===== src/rtl/pipe_stage_latch.sv =====
// pipe_stage_latch
//   One register block for every boundary between pipeline stages. It
//   carries the datapath bus, the control bus and the instruction word,
//   together with a valid bit. It can also flush the stage or inject a
//   bubble, and a per-bit kill mask selects which control bits are cleared.
//   A separate sticky field is loaded on every edge and ignores en.
//
//   Optional build macro: PIPE_STAGE_PERF_EN
//     defined   -> the saturating bubble and hold counters are built
//     undefined -> no counter flops are built and both outputs read 0
//
// Ports
//   clk           rising-edge clock
//   rst           asynchronous active-high reset
//   en            load enable (0 = hold the main fields)
//   stall         inject a bubble in place of the incoming instruction
//   flush         kill the stage contents; this also works while en=0
//   valid_in      the upstream stage holds a real instruction
//   instr_in      incoming instruction word
//   data_in       incoming datapath bus
//   ctrl_in       incoming control bus
//   sticky_in     field loaded on every edge
//   valid_out     the stage holds a real instruction
//   instr_out     instruction word, or NOP_INSTR for a bubble
//   instr_raw_out instruction as received, never replaced by NOP
//   data_out      registered datapath bus
//   ctrl_out      registered control bus after kill masking
//   sticky_out    registered sticky field
//   bubble_cnt    saturating count of bubbles latched
//   hold_cnt      saturating count of consecutive hold cycles

module pipe_stage_latch #(
   parameter int                  DATA_W    = 64,
   parameter int                  CTRL_W    = 16,
   parameter int                  INSTR_W   = 16,
   parameter int                  STICKY_W  = 1,
   parameter logic [CTRL_W-1:0]   KILL_MASK = {CTRL_W{1'b1}},
   parameter logic [INSTR_W-1:0]  NOP_INSTR = INSTR_W'(16'h0800),
   parameter int                  CNT_W     = 8
) (
   input  logic                clk,
   input  logic                rst,
   input  logic                en,
   input  logic                stall,
   input  logic                flush,
   input  logic                valid_in,
   input  logic [INSTR_W-1:0]  instr_in,
   input  logic [DATA_W-1:0]   data_in,
   input  logic [CTRL_W-1:0]   ctrl_in,
   input  logic [STICKY_W-1:0] sticky_in,
   output logic                valid_out,
   output logic [INSTR_W-1:0]  instr_out,
   output logic [INSTR_W-1:0]  instr_raw_out,
   output logic [DATA_W-1:0]   data_out,
   output logic [CTRL_W-1:0]   ctrl_out,
   output logic [STICKY_W-1:0] sticky_out,
   output logic [CNT_W-1:0]    bubble_cnt,
   output logic [CNT_W-1:0]    hold_cnt
);

   // Flush kills whatever the stage already holds. Its data and raw
   // instruction stay put, and only the masked control bits are cleared.
   always_ff @(posedge clk or posedge rst) begin
      if (rst) begin
         valid_out     <= 1'b0;
         instr_out     <= NOP_INSTR;
         instr_raw_out <= '0;
         data_out      <= '0;
         ctrl_out      <= '0;
      end else if (flush) begin
         valid_out <= 1'b0;
         instr_out <= NOP_INSTR;
         ctrl_out  <= ctrl_out & ~KILL_MASK;
      end else if (!en) begin
         valid_out     <= valid_out;
         instr_out     <= instr_out;
         instr_raw_out <= instr_raw_out;
         data_out      <= data_out;
         ctrl_out      <= ctrl_out;
      end else if (stall) begin
         valid_out     <= 1'b0;
         instr_out     <= NOP_INSTR;
         instr_raw_out <= instr_in;
         data_out      <= data_in;
         ctrl_out      <= ctrl_in & ~KILL_MASK;
      end else begin
         valid_out     <= valid_in;
         instr_out     <= instr_in;
         instr_raw_out <= instr_in;
         data_out      <= data_in;
         ctrl_out      <= ctrl_in;
      end
   end

   always_ff @(posedge clk or posedge rst) begin
      if (rst) sticky_out <= '0;
      else     sticky_out <= sticky_in;
   end

`ifdef PIPE_STAGE_PERF_EN
   logic take_bubble;
   logic stage_loads;

   // A flush takes priority over a stall, so flush plus stall counts as
   // one bubble.
   assign take_bubble = flush | (en & stall);
   assign stage_loads = flush | en;

   always_ff @(posedge clk or posedge rst) begin
      if (rst) begin
         bubble_cnt <= '0;
         hold_cnt   <= '0;
      end else begin
         if (take_bubble && !(&bubble_cnt))
            bubble_cnt <= bubble_cnt + CNT_W'(1);
         if (stage_loads)
            hold_cnt <= '0;
         else if (!(&hold_cnt))
            hold_cnt <= hold_cnt + CNT_W'(1);
      end
   end
`else
   assign bubble_cnt = '0;
   assign hold_cnt   = '0;
`endif

endmodule

===== config.mk =====
export PLATFORM = sky130hd
export DESIGN_NAME = pipe_stage_latch
export DESIGN_NICKNAME = d
export VERILOG_FILES = /design/src/rtl/pipe_stage_latch.sv
export SDC_FILE = /design/constraint.sdc
export NUM_CORES = 1
export LEC_CHECK = 0
export ABC_AREA = 0
export BUFFER_PORTS_ARGS = -buffer_cell sky130_fd_sc_hd__buf_4
export CAP_MARGIN = 30
export CORE_MARGIN = 1
export CORE_UTILIZATION = 46
export CTS_BUF_LIST = sky130_fd_sc_hd__clkbuf_4 sky130_fd_sc_hd__clkbuf_8 sky130_fd_sc_hd__clkbuf_16
export CTS_CLUSTER_DIAMETER = 50
export DETAILED_ROUTE_END_ITERATION = 10
export PLACE_DENSITY = 0.8
export SYNTH_ARGS = -nofsm -noshare
export SYNTH_HDL_FRONTEND = slang
export SYNTH_SLANG_ARGS = --single-unit

===== constraint.sdc =====
create_clock -name clk -period 4.46 [get_ports clk]
set_input_delay 0.223 -clock clk [delete_from_list [all_inputs] [get_ports clk]]
set_output_delay 0.223 -clock clk [all_outputs]
set_load 0.01 [all_outputs]

==> results of run 1 <==
-- worst max path at each step --
stage / start / to / slack [ps] / cells past startpoint
2_1_floorplan: rst / ctrl_out[0]$_DFFE_PP0P_ / 1220 / 1
3_3_place_gp: en / data_out[57]$_DFFE_PP0P_ / 2250 / 4
3_5_place_dp: en / data_out[19]$_DFFE_PP0P_ / 2200 / 4
4_1_cts: en / data_out[19]$_DFFE_PP0P_ / 2750 / 4
5_1_grt: en / data_out[57]$_DFFE_PP0P_ / 2650 / 4
6_report: en / data_out[16]$_DFFE_PP0P_ / 2700 / 4
-- worst max-delay path, stage by stage --
cell     delay, ps
buf_4          280
nor2b_4        610
buf_4          640
mux2_4         370
-- registers in the layout (all words and copies together), names as in the netlist --
signal	flops
instr_out	16
sticky_out	1
valid_out	1
data_out	64
instr_raw_out	16
ctrl_out	16
-- logic make-up after synthesis --
logic type             count (synthesis)  share of synthesized area [%]
other                                  1                         0.0776
muxes                                 80                           24.9
buffers and inverters                 36                           7.66
and+or+nand+nor                       12                           1.79
AOI/OAI and AO/OA                     33                           6.58
DFF                                  114                           59.0
-- through the flow --
stage,instances,hold slack [ps],utilization (%),power [mW]
finish,744,55.9,77.7,3.35
global route,744,64.4,77.7,3.47
CTS,744,40.3,77.7,3.35
floorplan,291,254,-,1.55
detailed placement,614,335,61.9,1.84
global placement,613,335,61.8,1.82
-- final cells by class --
class | count | area, um2
clock buffer | 22 | 477
clock inverter | 9 | 153
fill | 610 | 2290
inverter | 2 | 10.0
multi-input combinational | 141 | 1670
sequential | 114 | 2850
tap | 136 | 170
timing repair buffer | 320 | 2660
-- power by group through the flow --
stage,Sequential [mW],Clock [mW],Combinational (mW)
floorplan,1.29,0,0.261
global placement,1.24,0,0.575
detailed placement,1.24,0,0.591
CTS,1.23,1.45,0.666
global route,1.25,1.50,0.714
finish,1.24,1.44,0.677
-- metal layers --
layer  up-vias  track usage (%)  part of all wire (%)
li1       1617                -                     -
met3        38             7.27                   6.0
met1      1849             30.5                    37
met4         0             12.0                   2.9
met5         -                0                     0
met2       191             48.2                    54
-- cells in the mapped netlist (all sizes together) --
cell type,n
conb,1
clkbuf,2
dfstp,1
dfrtp,113
a31o,6
nor2b,2
a21oi,1
nor3,1
inv,2
a32o,26
mux2,80
buf,32
nor3b,6
nor2,3
-- repair_timing --
item	4_1_cts	5_1_grt
hold endpoints to repair	187	0
setup endpoints to repair	0	0
hold buffers	99	0
setup buffers	0	0
==> metrics.csv, run 1 <==
metric;value;unit
cts-root-buf;clkbuf_8;
avgRoutedWirePerCell;19.2;um
hold_violations;0;
rsz0062_at_grt;false;
p_int;2.54;mW
slew_headroom;38.0;%
syn_area;4830;um2
first_pass_iters;4;
cp-start-kind;primary input;
place_congestion;0.786;
power_frac_comb;20.2;%
numCtsBuffers;17;
slew_violations;0;
remaining_drc_errors;0;
p_clk_share;42.9;%
critPathRequiredTime;4850;ps
die_w;105;um
whs_endpoint;instr_out[11]$_DFFE_PP1P_;
dp_hpwl;7.79;mm
grt.overflow.total;0;
nets;699;
cts_tree;done;
synth.avg_cell_area;17.5;um2
netlist.area_leader.share;58.5;%
syn_inst;276;
ioPinCount;233;
worstMarginPinSlew;929;ps
drive_gt1_share;56.4;%
tns;0;ps
hold_start;flush;
period_share;39.5;%
r2r_setup_slack;3570;ps
grt_pass1_vias;4012;
max_clock_freq;567;MHz
dpl_cell_area;6370;um2
cp.arrival;2160;ps
p_sw;0.806;mW
power_leakage;3.95;nW
worstSetupEndpointType;flip-flop;
worst_r2r_endpoint;instr_out[0]$_DFFE_PP0P_;
final_cell_mix;220 x buf_4, 113 x dfrtp_1, 99 x dlygate4sd3_1;
drt_iter0_drc;224;
htreeDepth;4;
max-clock-path-buffers;2;
setup_viol;0;
grt_max_degree;76;
peakVddDrop;0.349;mV
powerDensity;419;nW/um2
cts_resized;0;
finalWorstSetupSlack;2700;ps
syn_to_final_growth;65.2;%
wl;14.3;mm
synth.distinct_cells;19;
ant_nets;0;
hold_path_depth;3;
fin_area;7990;um2
io_buffers;216;
clkLatencyLatePin;520;ps
status;completed;
yosys_warnings;0;
synth_area_leaders;dfrtp_1 59%, mux2_4 25%, a32o_1 5.4%;
grt_first_pass_wirelength;22.2;mm
ys_seq_elements;114;
dr_total_vias;3695;
final_common_cell;buf_4;
antenna_found_initial;0;
critPathKind;in -> reg;
die-area;10900;um2
critical_path_peak_fanout;34;
die_h;105;um
swShare;24.1;%
hp-class;in -> reg;
diodes;0;
fin_skew;0;ps
vias_per_cell;4.97;
regToRegStartpoint;instr_out[0]$_DFFE_PP0P_;
clkSlewWorstSetupHoldPaths;60;ps
cap_violations;0;
seqPwrFrac;36.9;%
pre_cts_ws;2200;ps
cts_sinks;114;
grt_use_total;27.2;%
ys_seq_area_share;59.0;%
synth.largest_area_cell;dfrtp_1;
num_rows;37;
start_util;47.0;%
core-area;10300;um2
fin_crit;1760;ps
rr_worst_depth;2;
(Power assumes the default switching activity.)
==> run 2: changes to the inputs <==
--- a/config.mk
+++ b/config.mk
@@ -9,11 +9,11 @@
 export BUFFER_PORTS_ARGS = -buffer_cell sky130_fd_sc_hd__buf_4
 export CAP_MARGIN = 30
 export CORE_MARGIN = 1
-export CORE_UTILIZATION = 46
+export CORE_UTILIZATION = 42
 export CTS_BUF_LIST = sky130_fd_sc_hd__clkbuf_4 sky130_fd_sc_hd__clkbuf_8 sky130_fd_sc_hd__clkbuf_16
 export CTS_CLUSTER_DIAMETER = 50
 export DETAILED_ROUTE_END_ITERATION = 10
-export PLACE_DENSITY = 0.8
+export PLACE_DENSITY = 0.77
 export SYNTH_ARGS = -nofsm -noshare
 export SYNTH_HDL_FRONTEND = slang
 export SYNTH_SLANG_ARGS = --single-unit
==> constraint.sdc (replaced) <==
create_clock -name clk -period 1.55 [get_ports clk]
set_input_delay 0.0775 -clock clk [delete_from_list [all_inputs] [get_ports clk]]
set_output_delay 0.0775 -clock clk [all_outputs]
set_load 0.01 [all_outputs]
==> run 2 against run 1 <==
  * Combinational power increased to 2.9 times the previous value
  * Clock power increased to 2.6 times the previous value
  * Critical path depth decreased by 3
  * Critical path type is now reg -> out
==> metrics.csv, run 2 (synthesized netlist as in run 1, its figures left out) <==
metric;value;unit;change
place_inst;623;;was 614
die_w;109;um;was 105 um
worstSetupEndpointType;primary output;;was flip-flop
cap_violations;0;;unchanged
ant_nets;0;;unchanged
hold_violations;0;;unchanged
cts-root-buf;clkbuf_16;;was clkbuf_8
critPathRequiredTime;1470;ps;was 4850 ps
final_common_cell;buf_4;;unchanged
hp-class;in -> reg;;unchanged
remaining_drc_errors;0;;unchanged
fin_area;8010;um2;was 7990 um2
final_cell_mix;223 x buf_4, 113 x dfrtp_1, 99 x dlygate4sd3_1;;was 220 x buf_4, 113 x dfrtp_1, 99 x dlygate4sd3_1
die-area;11900;um2;was 10900 um2
wl;13.9;mm;was 14.3 mm
hold_buffers;99;;unchanged
dpl_cell_area;6440;um2;was 6370 um2
cts_tree;done;;unchanged
start_util;43.8;%;was 47.0%
grt_pass1_vias;3921;;was 4012
setup_viol;0;;unchanged
drive_gt1_share;56.8;%;was 56.4%
total_power;9.26;mW;was 3.35 mW
multi_input_area;1670;um2;unchanged
regArea;2850;um2;unchanged
slew_headroom;50.6;%;was 38.0%
num_rows;38;;was 37
nets;704;;was 699
first_pass_iters;4;;unchanged
clkLatencyLatePin;410;ps;was 520 ps
path_buf_inv;1;;was 2
htreeDepth;4;;unchanged
grt.overflow.total;0;;unchanged
vias_per_cell;4.80;;was 4.97
worstPathCellList;buf_4;;was buf_4 -> nor2b_4 -> buf_4 -> mux2_4
drt_iter0_drc;159;;was 224
finalWorstSetupSlack;402;ps;was 2700 ps
fill_cells;682;;was 610
fin_crit;1150;ps;
critical_path_peak_fanout;2;;was 34
numCtsBuffers;17;;unchanged
die_h;109;um;was 105 um
rsz0062_at_grt;false;;unchanged
slew_violations;0;;unchanged
worst_path_largest_cell_delay;540;ps;was 640 ps
power_leakage;3.97;nW;was 3.95 nW
cp-start-kind;flip-flop;;was primary input
max_clock_freq;871;MHz;
critPathKind;reg -> out;;was in -> reg
fin_skew;0;ps;unchanged
status;completed;;unchanged
ioPinCount;233;;unchanged
instances_no_fill;753;;was 744
post-cts-setup-buffers;0;;unchanged
grt_max_degree;77;;was 76
peakVddDrop;0.933;mV;was 0.349 mV
grt_first_pass_wirelength;20.8;mm;was 22.2 mm
cts_sinks;114;;unchanged
powerDensity;1160;nW/um2;was 419 nW/um2
cp_top_family;flip-flops;;was buffers and inverters
final_util;72.6;%;was 77.7%
cts_resized;0;;unchanged
pre_cts_ws;263;ps;was 2200 ps
period_share;74.0;%;
whs;16.4;ps;was 55.9 ps
avgRoutedWirePerCell;18.4;um;was 19.2 um
largest_reg_flops;64;;unchanged
antenna_found_initial;0;;unchanged
diodes;0;;unchanged
max-clock-path-buffers;2;;unchanged
io_buffers;216;;unchanged
regMostFlops;data_out;;unchanged
tns;0;ps;unchanged
cp.arrival;1070;ps;was 2160 ps
clkSlewWorstSetupHoldPaths;50;ps;was 60 ps
dr_total_vias;3616;;was 3695
dp_hpwl;7.95;mm;was 7.79 mm
core-area;11000;um2;was 10300 um2
cpMaxStageDelayCell;dfstp_2;;was buf_4
syn_to_final_growth;65.6;%;was 65.2%
place_congestion;0.729;;was 0.786
grt_use_total;23.6;%;was 27.2%
worstMarginPinSlew;740;ps;was 929 ps
[run 2: final cells by class]
class / instances / share of cell area, %
timing repair buffer: 325 / 34.0
clock inverter: 5 / 0.625
tap: 140 / 2.19
multi-input combinational: 141 / 20.8
inverter: 2 / 0.141
clock buffer: 26 / 6.55
sequential: 114 / 35.7
[run 2: per-layer routing]
layer / share of wire [%] / global-route usage [%] / vias to the layer above
li1: - / - / 1622
met1: 38 / 26.5 / 1808
met2: 52 / 40.5 / 155
met3: 7.7 / 8.19 / 31
met4: 2.4 / 9.90 / 0
met5: 0 / 0 / -
[run 2: where the power goes]
part	internal, mW	switching, mW
registers	3.33	0.227
logic	1.22	0.722
clock network	2.46	1.29
[run 2: tightest hold or removal path: stages]
cell and delay, ps:
buf_4 170, nor2_1 100, a21oi_1 70
[run 2: worst paths after layout]
kind                                           start                      endpoint  slack (ps)  cells after the start
max in group asynchronous                        rst      data_out[30]$_DFFE_PP0P_         800                      4
min                                            flush     instr_out[11]$_DFFE_PP1P_          20                      3
min reg2reg                  ctrl_out[6]$_DFFE_PP0P_       ctrl_out[6]$_DFFE_PP0P_         490                      1
min in group asynchronous                        rst  instr_raw_out[7]$_DFFE_PP0P_         350                      4
max reg2reg                 instr_out[2]$_DFFE_PP0P_      instr_out[2]$_DFFE_PP0P_         690                      2
max                        instr_out[11]$_DFFE_PP1P_                 instr_out[11]         400                      1
==> run 3: changes to the inputs <==
==> constraint.sdc (replaced) <==
create_clock -name clk -period 0.9 [get_ports clk]
set_input_delay 0.045 -clock clk [delete_from_list [all_inputs] [get_ports clk]]
set_output_delay 0.045 -clock clk [all_outputs]
set_load 0.01 [all_outputs]
==> run 3 against run 2 <==
  * The flow now finishes with violations (negative setup slack)
  * Worst setup slack got worse by 600 ps
  * Global-route usage rose by 3.7 points
  * Utilization rose by 11 points
  * Combinational power rose by 140%
  * Critical path depth did not move
  * Final area rose by 16%
  * Critical endpoint unchanged
  * Highest routed layer unchanged
==> metrics.csv, run 3 (synthesized netlist as in run 1, its figures left out) <==
metric;value;unit;change
status;complete, but fails checks;;was completed
violations;negative setup slack;;
grt_first_pass_wirelength;23.6;mm;was 20.8 mm
die-area;11900;um2;unchanged
worstSetupEndpointType;primary output;;unchanged
rr_worst_depth;2;;unchanged
start_util;43.8;%;unchanged
critPathKind;reg -> out;;unchanged
critPathRequiredTime;850;ps;was 1470 ps
cts-root-buf;clkbuf_16;;unchanged
grt_pass1_vias;4437;;was 3921
cp-start-kind;flip-flop;;unchanged
hp-class;in -> reg;;unchanged
first_pass_iters;4;;unchanged
cp.arrival;1050;ps;was 1070 ps
startpoint;instr_out[11]$_DFFE_PP1P_;;unchanged
syn_to_final_growth;91.8;%;was 65.6%
largest_reg_flops;64;;unchanged
setup_viol;162;;was 0
slew_violations;0;;unchanged
cpMaxStageDelayCell;dfstp_2;;unchanged
cp_top_family;flip-flops;;unchanged
final_common_cell;buf_4;;unchanged
clkLatencyLatePin;400;ps;was 410 ps
finalWorstSetupSlack;-196;ps;was 402 ps
antenna_found_initial;0;;unchanged
fin_crit;1100;ps;
fill_cells;526;;was 682
num_rows;38;;unchanged
die_h;109;um;unchanged
max_clock_freq;913;MHz;
worst_path_largest_cell_delay;550;ps;was 540 ps
place_congestion;0.748;;was 0.729
ant_nets;0;;unchanged
cts_sinks;114;;unchanged
die_w;109;um;unchanged
diodes;0;;unchanged
cp.depth;1;;unchanged
path_buf_inv;1;;unchanged
dpl_cell_area;6560;um2;was 6440 um2
drive_gt1_share;62.4;%;was 56.8%
nets;795;;was 704
grt_max_degree;70;;was 77
io_buffers;216;;unchanged
tns;-10040;ps;was 0 ps
grt_use_total;27.3;%;was 23.6%
hold_start;flush;;unchanged
regToRegStartpoint;data_out[10]$_DFFE_PP0P_;;was instr_out[2]$_DFFE_PP0P_
fin_area;9270;um2;was 8010 um2
htreeDepth;4;;unchanged
wl;17.5;mm;was 13.9 mm
drt_iter0_drc;168;;was 159
powerDensity;1870;nW/um2;was 1160 nW/um2
rsz0062_at_grt;true;;was false
critical_path_peak_fanout;2;;unchanged
whs;109;ps;was 16.4 ps
max-clock-path-buffers;2;;unchanged
cts_tree;done;;unchanged
cap_violations;0;;unchanged
final_cell_mix;164 x buf_4, 145 x buf_6, 113 x dfrtp_1;;was 223 x buf_4, 113 x dfrtp_1, 99 x dlygate4sd3_1
peakVddDrop;1.45;mV;was 0.933 mV
ioPinCount;233;;unchanged
worstPathCellList;buf_6;;was buf_4
period_share;122;%;
clkSlewWorstSetupHoldPaths;50;ps;about the same
regMostFlops;data_out;;unchanged
core-area;11000;um2;unchanged
avgRoutedWirePerCell;20.7;um;was 18.4 um
hold_violations;0;;unchanged
numCtsBuffers;17;;unchanged
power_leakage;4.60;nW;was 3.97 nW
hold_path_depth;4;;was 3
remaining_drc_errors;0;;unchanged
grt.overflow.total;0;;unchanged
fin_skew;0;ps;unchanged
vias_per_cell;4.86;;was 4.80
dr_total_vias;4107;;was 3616
dp_hpwl;8.24;mm;was 7.95 mm
## run 3: changes by cell type in the layout (fill, tap and decap cells not counted)
cell,before,now
clkbuf_4,4,6
clkbuf_8,5,1
buf_6,0,145
buf_12,3,8
buf_4,223,164
clkinv_2,4,7
## run 3: final timing paths
kind / end / slack [ps]
max: instr_out[11] / -200
min: instr_out[11]$_DFFE_PP1P_ / 110
max reg2reg: data_out[10]$_DFFE_PP0P_ / -70
min reg2reg: ctrl_out[15]$_DFFE_PP0P_ / 520
max in group asynchronous: instr_out[8]$_DFFE_PP0P_ / 220
min in group asynchronous: data_out[6]$_DFFE_PP0P_ / 330
## run 3: routing by layer
layer  track usage [%]  up-vias  share of wire [%]
li1                  -     1814                  -
met1              27.7     2070                 36
met2              51.0      185                 55
met3              7.89       38                5.3
met4              12.5        0                3.6
met5                 0        -                  0
## run 3: timing repair
| item | CTS | global route |
|---|---|---|
| endpoints found under the hold margin | 228 | 0 |
| setup buffers | 51 | 32 |
| hold buffers | 99 | 0 |
| resized for setup | 114 | 31 |
| gates cloned | 0 | 0 |
| setup endpoints to repair | 114 | 157 |
## run 3: through the flow
step,total power [mW],cells,utilization [%],worst slack [ps]
after floorplan,7.69,291,-,-530
after global placement,9.10,631,59.5,-203
after detailed placement,9.19,631,59.5,-236
after CTS,16.7,813,80.8,-205
after global routing,18.0,845,84.0,-222
final,17.3,845,84.0,-196
## run 3: area by class of cell
cell class                      count  area [um2]  area share (%)
Timing Repair Buffer              416        4020            43.3
Sequential cell                   114        2850            30.8
Multi-Input combinational cell    141        1670            18.0
Clock buffer                       24         484            5.22
Tap cell                          140         175            1.89
Clock inverter                      8        65.1           0.702
Inverter                            2        11.3           0.121
## run 3: where the power goes
part / internal [mW] / total, mW / switching [mW]
Clock: 4.01 / 6.32 / 2.31
Sequential: 5.73 / 6.29 / 0.563
Combinational: 3.17 / 4.74 / 1.56
## run 3: worst reg2reg max path, delay by kind of cell, from the launching register on
kind                   cells  cell delay (ps)
DFF                        1              430
buffers and inverters      1              140
muxes                      1              280
